### config.mk
export PLATFORM = sky130hd
export DESIGN_NAME = mem_port_arbiter
export DESIGN_NICKNAME = d
export VERILOG_FILES = /design/src/rtl/mem_arb_pkg.sv /design/src/rtl/mem_port_arbiter_sel.sv /design/src/rtl/mem_port_arbiter.sv
export SDC_FILE = /design/constraint.sdc
export NUM_CORES = 1
export LEC_CHECK = 0
export BUFFER_PORTS_ARGS = -buffer_cell sky130_fd_sc_hd__buf_2
export CAP_MARGIN = 5
export CORE_AREA = 5 5 118 120
export DETAILED_ROUTE_END_ITERATION = 8
export DIE_AREA = 0 0 123 125
export GPL_ROUTABILITY_DRIVEN = 1
export PLACE_DENSITY = 0.69
export SYNTH_ARGS = -nofsm -noshare
export SYNTH_HDL_FRONTEND = slang
export SYNTH_SLANG_ARGS = --single-unit
export TNS_END_PERCENT = 1
### constraint.sdc
create_clock -name clk -period 1.94 [get_ports clk]
set_input_delay 0.097 -clock clk [delete_from_list [all_inputs] [get_ports clk]]
set_output_delay 0.097 -clock clk [all_outputs]
set_load 0.01 [all_outputs]
### src/rtl/mem_arb_pkg.sv
// Shared types for the IF/MEM unified memory port arbiter.
// Default widths and the streak counter width live here.
package mem_arb_pkg;

  localparam int AW_DEF = 32;
  localparam int DW_DEF = 32;
  localparam int SW     = 8;

  typedef enum logic [1:0] {
    IDLE = 2'd0,
    REQ  = 2'd1,
    RESP = 2'd2
  } arb_state_e;

  typedef enum logic {
    OWN_IF = 1'b0,
    OWN_D  = 1'b1
  } owner_e;

endpackage

### src/rtl/mem_port_arbiter_sel.sv
// arb_priority_sel: data-first owner pick with a streak limit.
// The streak only advances when data wins over a waiting fetch.
module arb_priority_sel
  import mem_arb_pkg::*;
#(
  parameter int MAX_STREAK = 4
) (
  input  logic          if_req,
  input  logic          d_req,
  input  logic [SW-1:0] streak,
  output owner_e        owner,
  output logic [SW-1:0] streak_nxt
);

  localparam logic [SW-1:0] LIM = SW'(MAX_STREAK);
  localparam logic [SW-1:0] ONE = SW'(1);

  logic both;
  logic starve;

  assign both   = if_req && d_req;
  assign starve = streak >= LIM;

  always_comb begin
    owner      = OWN_IF;
    streak_nxt = streak;
    unique case (1'b1)
      both && !starve: begin
        owner      = OWN_D;
        streak_nxt = streak + ONE;
      end
      both && starve: begin
        owner      = OWN_IF;
        streak_nxt = '0;
      end
      d_req && !if_req: begin
        owner      = OWN_D;
        streak_nxt = '0;
      end
      if_req && !d_req: begin
        owner      = OWN_IF;
        streak_nxt = '0;
      end
      default: ;
    endcase
  end

endmodule

### src/rtl/mem_port_arbiter.sv
// IF/MEM arbiter for one single-port memory, one transaction at a time.
// Optional perf counters under ARB_PERF_CNT_EN.
module mem_port_arbiter
  import mem_arb_pkg::*;
#(
  parameter int AW         = AW_DEF,
  parameter int DW         = DW_DEF,
  parameter int MAX_STREAK = 4
) (
  input  logic            clk,
  input  logic            rst,
  input  logic            if_req,
  input  logic [AW-1:0]   if_addr,
  output logic            if_gnt,
  output logic            if_rvalid,
  output logic [DW-1:0]   if_rdata,
  input  logic            d_req,
  input  logic            d_we,
  input  logic [AW-1:0]   d_addr,
  input  logic [DW-1:0]   d_wdata,
  input  logic [DW/8-1:0] d_wstrb,
  output logic            d_gnt,
  output logic            d_rvalid,
  output logic [DW-1:0]   d_rdata,
  output logic            mem_req,
  output logic            mem_we,
  output logic [AW-1:0]   mem_addr,
  output logic [DW-1:0]   mem_wdata,
  output logic [DW/8-1:0] mem_wstrb,
  input  logic            mem_gnt,
  input  logic            mem_rvalid,
  input  logic [DW-1:0]   mem_rdata,
  output logic            busy,
  output logic [31:0]     conflict_cnt
);

  arb_state_e    state;
  owner_e        owner;
  logic [SW-1:0] streak;
  owner_e        sel_owner;
  logic [SW-1:0] sel_streak;
  logic          in_req;
  logic          done;
  logic          own_d;

  arb_priority_sel #(
    .MAX_STREAK(MAX_STREAK)
  ) u_sel (
    .if_req    (if_req),
    .d_req     (d_req),
    .streak    (streak),
    .owner     (sel_owner),
    .streak_nxt(sel_streak)
  );

  always_ff @(posedge clk) begin
    if (rst) begin
      state     <= IDLE;
      owner     <= OWN_IF;
      streak    <= '0;
      mem_we    <= 1'b0;
      mem_addr  <= '0;
      mem_wdata <= '0;
      mem_wstrb <= '0;
    end else begin
      unique case (state)
        IDLE: begin
          if (if_req || d_req) begin
            state  <= REQ;
            owner  <= sel_owner;
            streak <= sel_streak;
            if (sel_owner == OWN_D) begin
              mem_we    <= d_we;
              mem_addr  <= d_addr;
              mem_wdata <= d_wdata;
              mem_wstrb <= d_wstrb;
            end else begin
              mem_we    <= 1'b0;
              mem_addr  <= if_addr;
              mem_wdata <= '0;
              mem_wstrb <= '1;
            end
          end
        end
        REQ:     if (mem_gnt) state <= RESP;
        RESP:    if (mem_rvalid) state <= IDLE;
        default: state <= IDLE;
      endcase
    end
  end

  // Gated by rst so an aborted transaction never signals the requester
  assign in_req    = !rst && (state == REQ);
  assign done      = !rst && (state == RESP) && mem_rvalid;
  assign own_d     = (owner == OWN_D);
  assign mem_req   = in_req;
  assign if_gnt    = in_req && mem_gnt && !own_d;
  assign d_gnt     = in_req && mem_gnt && own_d;
  assign if_rvalid = done && !own_d;
  assign d_rvalid  = done && own_d;
  assign if_rdata  = if_rvalid ? mem_rdata : '0;
  assign d_rdata   = (d_rvalid && !mem_we) ? mem_rdata : '0;
  assign busy      = (state != IDLE);

`ifdef ARB_PERF_CNT_EN
  logic [31:0] conflict_q;
  logic [31:0] fetch_wait_q;

  always_ff @(posedge clk) begin
    if (rst) begin
      conflict_q   <= '0;
      fetch_wait_q <= '0;
    end else begin
      if (if_req && d_req && !if_gnt && !d_gnt)
        conflict_q <= conflict_q + 32'd1;
      if (if_req && !if_gnt)
        fetch_wait_q <= fetch_wait_q + 32'd1;
    end
  end

  assign conflict_cnt = conflict_q;
`else
  assign conflict_cnt = '0;
`endif

  a_if_hold: assert property (@(posedge clk) disable iff (rst)
    (if_req && !if_gnt) |=> (if_req && $stable(if_addr)));

  a_d_hold: assert property (@(posedge clk) disable iff (rst)
    (d_req && !d_gnt) |=> (d_req && $stable(d_we) &&
      $stable(d_addr) && $stable(d_wdata) && $stable(d_wstrb)));

endmodule

# Word level (Yosys, flattened, before mapping)
# Cells that the tools add are included.
[word_totals] register_bits=80 input_bits=139 out_inout_bits=171
[classes] n_addsub=1 magnitude_cmp=1 n_eq_ne=5 muxes=12 n_reduce_logical=29
[ops] op="$mux 32" n=4
[ops] op="$pmux 8 s2" n=1
[ops] op="$logic_and 1x1->1" n=14
[ops] op="$add 8x1->8 const B" n=1
[ops] op="$ge 8x3->1 const B" n=1
[ops] op="$logic_not 1->1" n=6
[ops] op="$mux 2" n=3
[ops] op="$ne 2x2->1 const B" n=3
[ops] op="$pmux 2 s3" n=1
[ops] op="$reduce_and 3->1" n=2
[ops] op="$mux 4" n=1
[ops] op="$reduce_bool 2->1" n=2
[ops] op="$reduce_or 3->1" n=1
[ops] op="$eq 2x1->1 const B" n=1
[ops] op="$eq 2x2->1 const B" n=1
[ops] op="$logic_not 2->1" n=1
[ops] op="$mux 1" n=2
[ops] op="$reduce_and 2->1" n=1
[ops] op="$reduce_or 2->1" n=1
[ops] op="$logic_or 1x1->1" n=1

# Logic depth before layout (Yosys ltp)
# Gate-level depths: netlist of the first run.
[logic_depth] depth_word=6 mapped_depth=7 depth_no_buf=5

# Cells and area by module
# A second synthesis of the first run with hierarchy kept.
[unflattened] hier_cells=505 hier_area_um2=4207.8
[by_module_without_submodules] mod="mem_port_arbiter" n_inst=1 cells_per_inst=483 area_each_um2=4055.1 seq_area_each_um2=1601.5
[by_module_without_submodules] mod="arb_priority_sel" n_inst=1 cells_per_inst=22 area_each_um2=152.6 seq_area_each_um2=0.0

# Least setup slack after synthesis of the first run
# OpenSTA, ideal clock, no wires.
[synth_path] path_type="register to register" start="register state[0]" end="register mem_addr[10]" setup_ps=146 arrival_time_ps=1391 t_required_ps=1794 slack_ps=403 path_stages_with_launch=8 n_path_buf=3 synth_period_minus_slack_ps=1537 cell_sequence="dfxtp_1 or2_1 buf_2 or2_1 buf_2 buf_6 a21oi_2 a211oi_2"
[synth_via] elab_chain_cells=2
[synth_rtl] item="start, declared" line="mem_port_arbiter.sv:37" text="arb_state_e state;"
[synth_rtl] item="start signal, assigned" line="mem_port_arbiter.sv:58" text="state <= IDLE;"
[synth_rtl] item="start signal, assigned" line="mem_port_arbiter.sv:69" text="state <= REQ;"
[synth_rtl] item="start signal, assigned" line="mem_port_arbiter.sv:85" text="REQ: if (mem_gnt) state <= RESP;"
[synth_rtl] item="$logic_not 2->1" line="mem_port_arbiter.sv:66" text="unique case (state)"
[synth_rtl] item="$reduce_and 2->1 (no source line)"
[synth_rtl] item="end signal, assigned" line="mem_port_arbiter.sv:74" text="mem_addr <= d_addr;"
[synth_rtl] item="end signal, assigned" line="mem_port_arbiter.sv:79" text="mem_addr <= if_addr;"
[synth_rtl] item="end, declared" line="mem_port_arbiter.sv:27" text="output logic [AW-1:0] mem_addr,"
# No other way between the ends.
# A chain may end at the register's enable or synchronous reset.

# Worst setup path in the final report of the first run
[layout_path] start="register state[0]" end="output port d_rdata[21]"
[layout_via] elab_chain_cells=6
[layout_rtl] item="$eq 2x2->1" line="mem_port_arbiter.sv:94" text="assign done = !rst && (state == RESP) && mem_rvalid;"
[layout_rtl] item="$logic_and 1x1->1 (2 in series)" line="mem_port_arbiter.sv:94"
[layout_rtl] item="$logic_and 1x1->1" line="mem_port_arbiter.sv:100" text="assign d_rvalid = done && own_d;"
[layout_rtl] item="$logic_and 1x1->1" line="mem_port_arbiter.sv:102" text="assign d_rdata = (d_rvalid && !mem_we) ? mem_rdata : '0;"
[layout_rtl] item="$mux 32" line="mem_port_arbiter.sv:102"
[layout_rtl] item="end, declared" line="mem_port_arbiter.sv:24" text="output logic [DW-1:0] d_rdata,"
# No other way between the ends.

==> impl_metrics.toml, run 1 <==
[logic_synthesis]
ys_warn_count = 0
synthDistinctLibCells = 36
avgSynthCellArea_um2 = 8.326
ys_seq_elements = 80
ys_seq_area_share_pct = 37.57
syn_inst = 512
syn_area_um2 = 4263

[clocking]
path_clk_slew_ns = 0.06
cts_tree = "done"
clock-sinks = 80
clk_latency_ns = 0.33
root_buffer = "clkbuf_16"
numCtsBuffers = 9
cts_buffer_depth = 2
htreeDepth = 3

[pwr]
irDropWorstVdd_uv = 438.8
sequentialPowerShare_pct = 37.9
p_clk_share_pct = 39.5
switchingPower_mw = 1.373
combinationalPowerShare_pct = 22.6
netSwitchingFraction_pct = 28.02
intPower_mw = 3.529
p_per_area_nw_per_um2 = 795.4
total_leakage_power_nw = 3.052

[worst_setup_path]
cpPeakStageDelay_ns = 0.36
reg2reg_slack_ns = 0.21
cp-start-kind = "flop"
cp.required_ns = 1.84
crit_family = "simple AND/OR/NAND/NOR gates"
path_class = "flop to primary output"
worst_ep_arrival_time_ns = 1.76
cp_cell_sequence = "nor4bb_4 -> and2_4 -> and2b_1 -> buf_12 -> and2_1 -> buf_2"
critical_path_buf_inv_count = 2
cp_max_fo = 32
slowest_stage = "dfxtp_4"
end_kind = "primary output"

[floorplanning]
die_height_um = 125
fp-row-count = 42
io-pin-count = 310
die_w_um = 123
coreArea_um2 = 12870
initial_utilization_pct = 33.11
die-area_um2 = 15380

[finish]
num_antenna_cells = 0
area_delta_synth_final_pct = 44.58
layout-drive-gt1-share_pct = 47.71
seqCellArea_um2 = 1605
final_util_pct = 47.87
multiInputGateArea_um2 = 2312
fillers = 1287
nets = 923

[global_route]
grtUsageMet2_pct = 33.03
grt_use_total_pct = 18.33
grt_most_used_layer = "met2"
use_met1_pct = 20.22
antenna_found_initial = 3
grt_pass1_vias = 4229
grt_max_degree = 52
grt_pass1_wl_mm = 22.19
grt_use_met3_pct = 6.459
grt_overflow = 0

[drt]
num_vias = 4455
drt_iter0_drc = 170
drc_errors = 0
ant_nets = 0
post_drt_wl_per_cell_um = 15.42
viasPerCell = 4.631
totalWireLength_mm = 14.84
drtPass1Iterations = 4

[timing]
tightest_slew_ns = 0.6287
rsz0062_at_grt = "true"
min_period_over_period_pct = 95.78
slew_violations = 0
period_minus_slack_ns = 1.858
fmax_mhz = 538.2
setup-violations-final = 0
finalSetupTns_ns = 0
finalHoldViolations = 0
slew_headroom_pct = 57.98
fin_skew_ns = 0.005746

[hold_path]
worst_hold_path_type = "primary input to flop"

[place]
gp_congestion = 0.7988
post-dp-hpwl_mm = 11.47
port_buffers = 277

[status]
outcome = "finished, final reports clean"

[flow_run]
cap_violations = 0
power groups by stage:
| stage | Clock [mW] | Combinational, mW | Sequential [mW] |
|---|---|---|---|
| after floorplan | 0 | 0.648 | 1.95 |
| after global placement | 0 | 1.09 | 1.89 |
| after detailed placement | 0 | 1.10 | 1.89 |
| after CTS | 1.98 | 1.12 | 1.86 |
| after global routing | 2.04 | 1.22 | 1.88 |
| final | 1.93 | 1.11 | 1.86 |
metrics by stage:
stage               instances  hold WS (ns)  worst slack [ns]  instance area, um2  power (mW)
floorplan                 543        0.2380            0.4028                4379       2.598
global placement          938        0.3510            0.2288                5687       2.979
detailed placement        938        0.3505            0.2152                5687       2.992
CTS                       962     0.0002819          0.002702                6125       4.956
global route              962      0.007141          -0.03046                6163       5.130
finish                    962       0.01315           0.08195                6163       4.902
cell families after synthesis:
| family | Yosys count | share of synthesized area [%] |
|---|---|---|
| DFF | 80 | 37.57 |
| buffers and inverters | 76 | 11.62 |
| xor gates and xnor gates | 3 | 0.6165 |
| AOI/OAI and AO/OA | 106 | 20.49 |
| adders and majority gates | 2 | 0.5869 |
| other | 1 | 0.08797 |
| and+or+nand+nor | 244 | 29.03 |
what timing repair did:
action / 4_1_cts / 5_1_grt
hold endpoints to repair: 8 / 0
setup buffers: 1 / 0
pin swaps: 2 / 2
gates resized for setup: 3 / 9
endpoints found under the setup margin: 33 / 64
hold buffers: 8 / 0
routing by layer:
metal,up-vias,routed length (um)
li1,2186,-
met1,2043,5512
met2,207,7533
met3,17,1604
met4,2,170
met5,-,13
sequential cells by signal, summed over array words and instances (netlist names):
register,flops
state,2
mem_wdata,32
mem_addr,32
mem_wstrb,4
mem_we,1
own_d,1
streak,8
worst reg2reg max path, cell delays in order, from the launching register on:
cell and delay, ns:
dfxtp_1 0.42, nor4_4 0.09, a21boi_4 0.53, buf_4 0.29, a21oi_1 0.08, a211oi_1 0.23
Yosys cell counts, drive strengths merged:
| library cell | n | area, um2 |
|---|---|---|
| conb | 1 | 3.750 |
| buf | 59 | 431.7 |
| nor2 | 49 | 183.9 |
| nor3 | 10 | 70.07 |
| nand2b | 1 | 6.260 |
| a21bo | 1 | 10.01 |
| or3b | 1 | 8.760 |
| clkbuf | 14 | 52.55 |
| and2b | 1 | 7.510 |
| a21boi | 1 | 18.77 |
| ha | 2 | 25.02 |
| a31oi | 2 | 12.51 |
| and3b | 1 | 8.760 |
| xnor2 | 3 | 26.28 |
| nor4 | 3 | 33.78 |
| dfxtp | 80 | 1602 |
| or2 | 2 | 12.51 |
| a211oi | 33 | 382.9 |
| nor4bb | 2 | 35.03 |
| a21o | 1 | 7.510 |
| nand3 | 34 | 170.2 |
| nor3b | 1 | 7.510 |
| nand2 | 71 | 266.5 |
| a21oi | 68 | 441.7 |
| and2 | 65 | 406.6 |
| nor2b | 1 | 6.260 |
| nand3b | 1 | 7.510 |
| inv | 3 | 11.26 |
| and3 | 1 | 6.260 |
cells in the final DEF (no fill, tap or decap), drive strengths merged, types with 2 or more instances in the layout:
cell type    instances
nor4                 3
ha                   2
dlygate4sd3          8
xnor2                3
dfxtp               80
conb                32
inv                  3
buf                293
nor3                10
a21oi               68
nor2                49
nand3               34
a211oi              33
and2                65
clkbuf              12
or2                  2
nor4bb               2
a31oi                2
bufinv               3
nand2               71
final timing paths:
| kind | depth (start not counted) | startpoint | end |
|---|---|---|---|
| worst max-delay path | 6 | state[0] | d_rdata[21] |
| worst min-delay path | 3 | d_wdata[4] | mem_wdata[4] |
| worst max register to register | 5 | streak[3] | mem_addr[26] |
| worst min register to register | 2 | mem_wdata[8] | mem_wdata[8] |
area by class of cell:
type / count / area share (%)
multi-input cells: 387 / 37.52
repair buffers: 301 / 27.22
clock buffers: 12 / 3.999
inverters: 3 / 0.1827
clock inverters: 3 / 1.462
well taps: 176 / 3.573
flip-flops and latches: 80 / 26.05
No activity file was read; power rests on OpenSTA's default activity.
==> inputs of run 2 (changes only) <==
--- a/config.mk
+++ b/config.mk
@@ -6,10 +6,9 @@
 export NUM_CORES = 1
 export LEC_CHECK = 0
 export BUFFER_PORTS_ARGS = -buffer_cell sky130_fd_sc_hd__buf_2
-export CAP_MARGIN = 5
-export CORE_AREA = 5 5 118 120
+export CORE_AREA = 4 4 117 119
 export DETAILED_ROUTE_END_ITERATION = 8
-export DIE_AREA = 0 0 123 125
+export DIE_AREA = 0 0 121 123
 export GPL_ROUTABILITY_DRIVEN = 1
 export PLACE_DENSITY = 0.69
 export SYNTH_ARGS = -nofsm -noshare
==> constraint.sdc (replaced) <==
create_clock -name clk -period 1.8 [get_ports clk]
set_input_delay 0.09 -clock clk [delete_from_list [all_inputs] [get_ports clk]]
set_output_delay 0.09 -clock clk [all_outputs]
set_load 0.01 [all_outputs]
==> run 2 against run 1 <==
Non-clock buffer count is 7 higher. The flow now finishes with violations (setup timing). Largest cell class unchanged. Register-to-register slack got worse by 0.06 ns. Die area down 3.2%. Critical path type unchanged. Clock skew grew 0.0021 ns. Critical endpoint is now d_rdata[30]. Highest routed layer is now met4. Routed wire length is 2.7% higher. Sequential share of layout area decreased by 1.0 points.
==> impl_metrics.toml, run 2 (synthesized netlist as in run 1, its figures left out) <==
[clocking]
numCtsBuffers = 9
htreeDepth = 3
cts_buffer_depth = 2
path_clk_slew_ns = 0.06
clk_latency_ns = 0.33
root_buffer = "clkbuf_16"
cts_tree = "done"
clock-sinks = 80

[finish]
top_regs = "mem_addr (32), mem_wdata (32), streak (8)"
fillers = 1229
final_common_cell = "buf_2"
layout-drive-gt1-share_pct = 50.13
final_cell_mix = "259 x buf_2, 78 x dfxtp_1, 71 x nand2_1"
num_antenna_cells = 0
nets = 930
area_delta_synth_final_pct = 50.69
final_util_pct = 51.11

[drt]
viasPerCell = 4.635
post_drt_wl_per_cell_um = 15.81
ant_nets = 0
num_vias = 4468
drc_errors = 0
totalWireLength_mm = 15.24
drt_iter0_drc = 93
drtPass1Iterations = 4

[timing]
finalWorstSetupSlack_ns = -0.06567
fin_skew_ns = 0.007836
slew_headroom_pct = 64.51
slew_violations = 0
tightest_slew_ns = 0.5324
finalHoldViolations = 0
period_minus_slack_ns = 1.866
rsz0062_at_grt = "true"
fmax_mhz = 536.0
finalSetupTns_ns = -1.449
setup-violations-final = 32
min_period_over_period_pct = 103.6

[pwr]
total_power_mw = 5.316
switchingPower_mw = 1.472
p_per_area_nw_per_um2 = 827.5
intPower_mw = 3.844
p_clk_share_pct = 39.7
sequentialPowerShare_pct = 37.7
irDropWorstVdd_uv = 483.6
total_leakage_power_nw = 3.133
combinationalPowerShare_pct = 22.6
netSwitchingFraction_pct = 27.69

[worst_setup_path]
cp_cell_sequence = "nor4bb_4 -> and2_4 -> and2b_4 -> clkbuf_16 -> and2_4 -> buf_6"
crit_family = "simple AND/OR/NAND/NOR gates"
crit_path_frequent_cell = "and2_4"
cp.required_ns = 1.71
worst_r2r_endpoint = "mem_addr[26]"
path_class = "flop to primary output"
cp-start-kind = "flop"
worstRegToRegCells = 6
critical_path_buf_inv_count = 2
reg2reg_from = "state[0]"
worst_ep_arrival_time_ns = 1.78
slowest_stage = "dfxtp_4"
cpPeakStageDelay_ns = 0.35
reg2reg_slack_ns = 0.15
cp_max_fo = 8
end_kind = "primary output"

[status]
outcome = "finished with violations"
violations = "setup timing"

[global_route]
antenna_found_initial = 0
grt_max_degree = 49
grt_use_total_pct = 18.55
grt_overflow = 0
grt_pass1_wl_mm = 21.91
grt_pass1_vias = 4228

[place]
port_buffers = 277
gp_congestion = 0.7445
post-dp-hpwl_mm = 11.35

[hold_path]
worst_hold_path_type = "primary input to flop"
hold_depth = 3
hold-path-endpoint = "mem_wdata[10]"
min-delay-start = "d_wdata[10]"

[floorplanning]
coreArea_um2 = 12570
initial_utilization_pct = 33.92
io-pin-count = 310
die_height_um = 123
die-area_um2 = 14880
fp-row-count = 41
die_w_um = 121

[flow_run]
cap_violations = 0
## run 2: changes by cell type in the layout (fill, tap and decap cells not counted), sizes merged
cell	change
clkbuf	+1
dlygate4sd3	+5
## run 2: timing repair
item	4_1_cts	5_1_grt
hold endpoints to repair	13	0
gates resized for setup	3	41
hold buffers	13	0
cloned	0	3
buffers inserted	1	1
pin swaps	2	19
endpoints found under the setup margin	64	64
## run 2: how the worst max path moves through the flow
stage / endpoint / slack (ns) / from / cells after the start
global route: d_rdata[1] / -0.14 / state[0] / 6
finish: d_rdata[30] / -0.07 / state[0] / 6
detailed placement: mem_wdata[12] / 0.16 / streak[3] / 5
global placement: mem_addr[25] / 0.24 / state[0] / 5
floorplan: mem_addr[10] / 0.26 / state[0] / 7
CTS: d_rdata[4] / -0.05 / state[0] / 6
## run 2: power groups by stage
stage                     combinational (mW)  clock, mW  sequential [mW]
final                                   1.20       2.11             2.00
after global routing                    1.31       2.22             2.02
after CTS                               1.19       2.16             2.01
after detailed placement                1.17          0             2.04
after global placement                  1.16          0             2.04
after floorplan                        0.699          0             2.10
## run 2: cell type report
class / count / area, um2 / area share (%)
Clock buffer: 11 / 252.7 / 3.935
Clock inverter: 3 / 90.09 / 1.402
Inverter: 3 / 11.26 / 0.1753
Multi-Input combinational cell: 387 / 2357 / 36.70
Sequential cell: 80 / 1607 / 25.01
Tap cell: 172 / 215.2 / 3.350
Timing Repair Buffer: 308 / 1891 / 29.43
## run 2: worst reg2reg max path: stages, from the launching register on
cell and delay, ns:
dfxtp_4 0.35, buf_4 0.14, or2_4 0.28, or2_4 0.27, buf_12 0.19, a21oi_1 0.19, a211oi_1 0.09
## run 2: per-layer routing
layer,track usage [%],vias up,wire [um]
met4,6.799,0,282
met2,34.07,215,7961
met3,6.359,22,1537
li1,-,2197,-
met1,19.64,2034,5458
met5,0,-,0
## run 2: stage by stage
step	std cells	worst slack (ns)	area (um2)	hold WS, ns
floorplan	543	0.2628	4379	0.2310
global placement	932	0.2363	5694	0.3407
detailed placement	932	0.1582	5694	0.3469
CTS	960	-0.05062	6183	0.0003365
global route	964	-0.1383	6424	0.009063
finish	964	-0.06567	6424	0.009399
